$ cat config.mk
export PLATFORM = sky130hd
export DESIGN_NAME = ahb_multi_master_bridge
export DESIGN_NICKNAME = d
export VERILOG_FILES = /design/src/rtl/ahb_multi_master_bridge.sv
export SDC_FILE = /design/constraint.sdc
export NUM_CORES = 1
export LEC_CHECK = 0
export CORE_MARGIN = 2
export CORE_UTILIZATION = 41
export CTS_BUF_LIST = sky130_fd_sc_hd__clkbuf_8
export CTS_CLUSTER_DIAMETER = 40
export CTS_CLUSTER_SIZE = 12
export DETAILED_ROUTE_END_ITERATION = 12
export GPL_TIMING_DRIVEN = 0
export PLACE_DENSITY = 0.86
export REMOVE_ABC_BUFFERS = 1
export SLEW_MARGIN = 20
export SYNTH_ARGS = -nofsm -noshare
export SYNTH_HDL_FRONTEND = slang
export SYNTH_SLANG_ARGS = --single-unit
export TNS_END_PERCENT = 1
$ cat constraint.sdc
create_clock -name clk_i -period 1.5 [get_ports clk_i]
set_input_delay 0.225 -clock clk_i [delete_from_list [all_inputs] [get_ports clk_i]]
set_output_delay 0.225 -clock clk_i [all_outputs]
set_load 0.01 [all_outputs]
$ cat src/rtl/ahb_multi_master_bridge.sv
// Merges NUM_REQ req/gnt/rvalid requester ports onto a single AHB-Lite master
// with pipelined address/data phases and fixed-priority or round-robin arbitration.
module ahb_multi_master_bridge #(
  parameter int unsigned NUM_REQ  = 2,
  parameter int unsigned ADDR_W   = 32,
  parameter int unsigned ARB_MODE = 0
) (
  input  logic                      clk_i,
  input  logic                      rst_i,
  input  logic [NUM_REQ-1:0]        req_i,
  input  logic [NUM_REQ-1:0]        we_i,
  input  logic [4*NUM_REQ-1:0]      be_i,
  input  logic [ADDR_W*NUM_REQ-1:0] addr_i,
  input  logic [32*NUM_REQ-1:0]     wdata_i,
  output logic [NUM_REQ-1:0]        gnt_o,
  output logic [NUM_REQ-1:0]        rvalid_o,
  output logic [31:0]               rdata_o,
  output logic [NUM_REQ-1:0]        err_o,
  output logic [1:0]                htrans_o,
  output logic [2:0]                hsize_o,
  output logic [ADDR_W-1:0]         haddr_o,
  output logic [2:0]                hburst_o,
  output logic                      hwrite_o,
  output logic [31:0]               hwdata_o,
  input  logic [31:0]               hrdata_i,
  input  logic                      hready_i,
  input  logic                      hresp_i
);

  localparam int unsigned IDX_W = (NUM_REQ > 1) ? $clog2(NUM_REQ) : 1;

  logic [3:0]        be_a    [NUM_REQ];
  logic [ADDR_W-1:0] addr_a  [NUM_REQ];
  logic [31:0]       wdata_a [NUM_REQ];

  for (genvar g = 0; g < NUM_REQ; g++) begin : g_split
    assign be_a[g]    = be_i[4*g +: 4];
    assign addr_a[g]  = addr_i[ADDR_W*g +: ADDR_W];
    assign wdata_a[g] = wdata_i[32*g +: 32];
  end

  logic [IDX_W-1:0]  ptr;
  logic [IDX_W-1:0]  win;
  logic              any;
  logic              ap_free;
  logic              grant;
  logic [2:0]        sel_size;
  logic [1:0]        sel_off;

  logic              ap_valid;
  logic [IDX_W-1:0]  ap_owner;
  logic [ADDR_W-1:0] ap_addr;
  logic [2:0]        ap_size;
  logic              ap_we;
  logic [31:0]       ap_wdata;

  logic              dp_valid;
  logic [IDX_W-1:0]  dp_owner;
  logic [31:0]       dp_wdata;

  // Round-robin starts the search one past the last winner; fixed mode starts at 0.
  always_comb begin
    int unsigned idx;
    idx = 0;
    win = '0;
    any = 1'b0;
    for (int unsigned off = 0; off < NUM_REQ; off++) begin
      idx = (ARB_MODE == 0) ? off : (32'(ptr) + 1 + off) % NUM_REQ;
      if (!any && req_i[IDX_W'(idx)]) begin
        any = 1'b1;
        win = IDX_W'(idx);
      end
    end
  end

  assign ap_free = !ap_valid || hready_i;
  assign grant   = any && ap_free && !rst_i;
  assign gnt_o   = grant ? (NUM_REQ'(1) << win) : '0;

  always_comb begin
    sel_size = 3'b010;
    sel_off  = 2'b00;
    case (be_a[win])
      4'b0011: sel_size = 3'b001;
      4'b1100: begin sel_size = 3'b001; sel_off = 2'b10; end
      4'b0001: begin sel_size = 3'b000; sel_off = 2'b00; end
      4'b0010: begin sel_size = 3'b000; sel_off = 2'b01; end
      4'b0100: begin sel_size = 3'b000; sel_off = 2'b10; end
      4'b1000: begin sel_size = 3'b000; sel_off = 2'b11; end
      default: ;
    endcase
  end

  always_ff @(posedge clk_i) begin
    if (rst_i) begin
      ptr      <= IDX_W'(NUM_REQ - 1);
      ap_valid <= 1'b0;
      ap_owner <= '0;
      ap_addr  <= '0;
      ap_size  <= '0;
      ap_we    <= 1'b0;
      ap_wdata <= '0;
    end else if (grant) begin
      ptr      <= win;
      ap_valid <= 1'b1;
      ap_owner <= win;
      ap_addr  <= (addr_a[win] & ~ADDR_W'(3)) | ADDR_W'(sel_off);
      ap_size  <= sel_size;
      ap_we    <= we_i[win];
      ap_wdata <= wdata_a[win];
    end else if (hready_i) begin
      ap_valid <= 1'b0;
    end
  end

  always_ff @(posedge clk_i) begin
    if (rst_i) begin
      dp_valid <= 1'b0;
      dp_owner <= '0;
      dp_wdata <= '0;
    end else if (hready_i) begin
      dp_valid <= ap_valid;
      if (ap_valid) begin
        dp_owner <= ap_owner;
        dp_wdata <= ap_wdata;
      end
    end
  end

  always_ff @(posedge clk_i) begin
    if (rst_i) begin
      rvalid_o <= '0;
      err_o    <= '0;
      rdata_o  <= '0;
    end else begin
      rvalid_o <= '0;
      err_o    <= '0;
      if (dp_valid && hready_i) begin
        rvalid_o[dp_owner] <= 1'b1;
        err_o[dp_owner]    <= hresp_i;
        rdata_o            <= hrdata_i;
      end
    end
  end

  assign htrans_o = ap_valid ? 2'b10 : 2'b00;
  assign haddr_o  = ap_addr;
  assign hsize_o  = ap_size;
  assign hwrite_o = ap_we;
  assign hburst_o = 3'b000;
  assign hwdata_o = dp_wdata;

endmodule

==> results.md <==
* Achievable Freq at 597 MHz
* Depth of the most critical reg-to-reg path at 8
* Max_cap viols at 0
* HPWL after detailed placement at 11.7 mm
* DR vias/cell at between 5 and 6
* Rows at 42
* Fill count at roughly 1.1k
* GR Util All Layers at 0.234
* Routed WL at 16.8 mm
* Grt total ovfl at 0
* Residual DRC at 0
* R2R setup slack at -0.10 ns
* Status: finished, violations left
* Synth area leader: dfxtp_1
* Global-route wire length before repair at between 20 and 30 mm
* Hold WS at 0.235 ns
* CP Launch Type: flip-flop
* First-iteration detailed-routing DRC count at about 260
* Slew HR at 0.488
* Setup violators final at 24
* Fin crit share at 1.12
* Maximum VDD drop at 0.448 mV
* CP endpoint kind: primary output
* # clock sinks at 139
* CTS tree: done
* Post-synth EDFFs at 0
* RSZ-0062 raised after global routing: yes
* Pwr/cell area at a little under 1000 nW/um^2
* Worst-Skew Late Latency at about 0.43 ns
* IO buf count at around 280
* Vias in the first global route at ~5.4k
* Required @ worst endpoint at between 1 and 1.5 ns
* Via count at 5716
* Post-synth ARST share at 0
* Final worst slack at -0.176 ns
* CP arrival at between 1 and 1.5 ns
* Post-Syn Instances at 700
* Final Wtd Congestion at approximately 0.8
* Bufs on Longest Clock Path at 2
* Hold depth at 2
* Register area share after synthesis at 0.510
* Die Span Y at 119 um
* TritonCTS buffer count at 17
* Placeable Area at about 13000 sq um
* Starting Density at 0.415
* Wire length per cell at 14.7 um
* Pre-CTS worst setup slack at -1.13 ns
* Critical path fanouts, max at 3
* Worst clock skew at just over 0.009 ns
* Initial antenna violation count at 0
* Worst min-delay path class: primary input to flip-flop
* Cell Area, Synth at between 5000 and 6000 sq um
* Slew of the pin with the lowest slew margin at between 0.7 and 0.8 ns
* Die W at approximately 120 um
* Filler-free cell count of the finished design at between 1k and 1.5k
* Main flop type after synthesis: dfxtp_1
* Final critical path time including I/O delays and setup at 1.68 ns
* Area of the die at around 14000 sq um
* Ranking of synthesized cells by area: dfxtp_1 51%, nand2_1 18%, a311oi_1 10%, a21oi_1 6.3%, nor2_1 4.7%
* Yosys cell types at 30
* Slew Limit Fails at 0
* Share of cells above drive strength 1 at 0.0673
* Number of synthesis warnings at 0
* Final hold vios at 0
* Failing checks: negative setup slack
* Drt pass-1 iters at 4
* Cell count after placement at roughly 1.1k
* H-tree levels at 4
* Synth-to-layout area growth at 61.6%
* Register bit total from synthesis at about 140
* Clock transition at path regs at ~0.07 ns
* Ant. Diodes at 0
* Largest net degree at the start of global routing at 71
* Clk Tree Root Cell: clkbuf_8
* Fin nets at around 1.1k
* Post-route ant nets at 0
* Most frequent cells in the layout: 260 x nand2_1, 167 x clkdlybuf4s50_1, 138 x dfxtp_1, 106 x dlygate4sd2_1, 69 x a21oi_1
* Top Ports at 287
* Commonest non-fill, non-tap cell in the layout: nand2_1
* Leak at ~0.0038 uW
* Mapped Avg Cell Area at 7.79 sq um
* Crit Path Category: flip-flop to primary output
* Top cell type's share of synthesized area at 0.510
* Total Power at 8550 uW
-- cell usage after synthesis (3+ instances only) --
master,n
a21oi_1,69
a311oi_1,63
and2_1,4
buf_2,20
buf_4,10
clkbuf_1,33
dfxtp_1,139
nand2_1,263
nor2_1,68
xnor2_1,3
-- power breakdown --
part | leakage [uW] | switching [uW] | internal [uW]
Combinational | 0.00239 | 648 | 798
Sequential | 0.00114 | 90.5 | 3890
Clock | 0.000232 | 1330 | 1790
-- critical path, cell delays in order, from the launching register on --
cell and delay (ns):
dfxtp_2 0.33, nor2b_4 0.14, or3_4 0.35, nor2_2 0.08, buf_2 0.13
-- what timing repair did --
action,CTS,global route
hold buffers,0,0
pin swaps,28,20
gates resized for setup,132,9
endpoints found under the setup margin,210,86
setup buffers,6,1
-- flip-flops by register name, indices dropped and copies added (netlist names) --
| signal | count |
|---|---|
| ap_owner | 1 |
| rdata_o | 32 |
| hsize_o | 2 |
| hwrite_o | 1 |
| haddr_o | 32 |
| ap_valid | 1 |
| dp_valid | 1 |
| rvalid_o | 2 |
| ap_wdata | 32 |
| hwdata_o | 32 |
| err_o | 2 |
| dp_owner | 1 |
-- kinds of logic (layout without fill, tap and decap cells) --
| group | after synthesis | after routing | share of synthesized area |
|---|---|---|---|
| flip-flops | 139 | 139 | 0.510 |
| XOR/XNOR | 3 | 3 | 0.00482 |
| other | 1 | 5 | 0.000687 |
| AO/OA/AOI/OAI | 138 | 138 | 0.172 |
| buffers and inverters | 66 | 328 | 0.0569 |
| AND/OR/NAND/NOR | 351 | 351 | 0.252 |
| multiplexers | 2 | 2 | 0.00367 |
-- metal layers --
metal	GRT usage	wire length, um
met1	0.257	6560
met2	0.407	8310
met5	0	0
met3	0.0829	1430
met4	0.103	514
-- cell type report --
type,count,area [sq um],area share
clock buffer,21,289,0.0328
clock inverter,11,128,0.0145
inverter,2,7.51,0.000851
multi-input combinational,499,2460,0.279
sequential,139,2780,0.316
tap,176,220,0.0250
timing repair buffer,294,2930,0.332
-- final timing paths --
| check | startpoint | endpoint |
|---|---|---|
| hold reg to reg | hwdata_o[27] | hwdata_o[27] |
| setup / recovery | ap_valid | gnt_o[0] |
| setup reg to reg | ap_valid | ap_wdata[14] |
| hold / removal | rst_i | rdata_o[13] |
-- through the flow --
stage          cell area [sq um]   util  setup TNS, ns
2_1_floorplan               5170      -        -219.36
3_3_place_gp                8160  0.621        -828.49
3_5_place_dp                8380  0.638         -92.92
4_1_cts                     8760  0.667          -2.43
5_1_grt                     8820  0.671          -4.26
6_report                    8820  0.671          -1.06
Note: power is estimated with default switching activity, not from simulation.
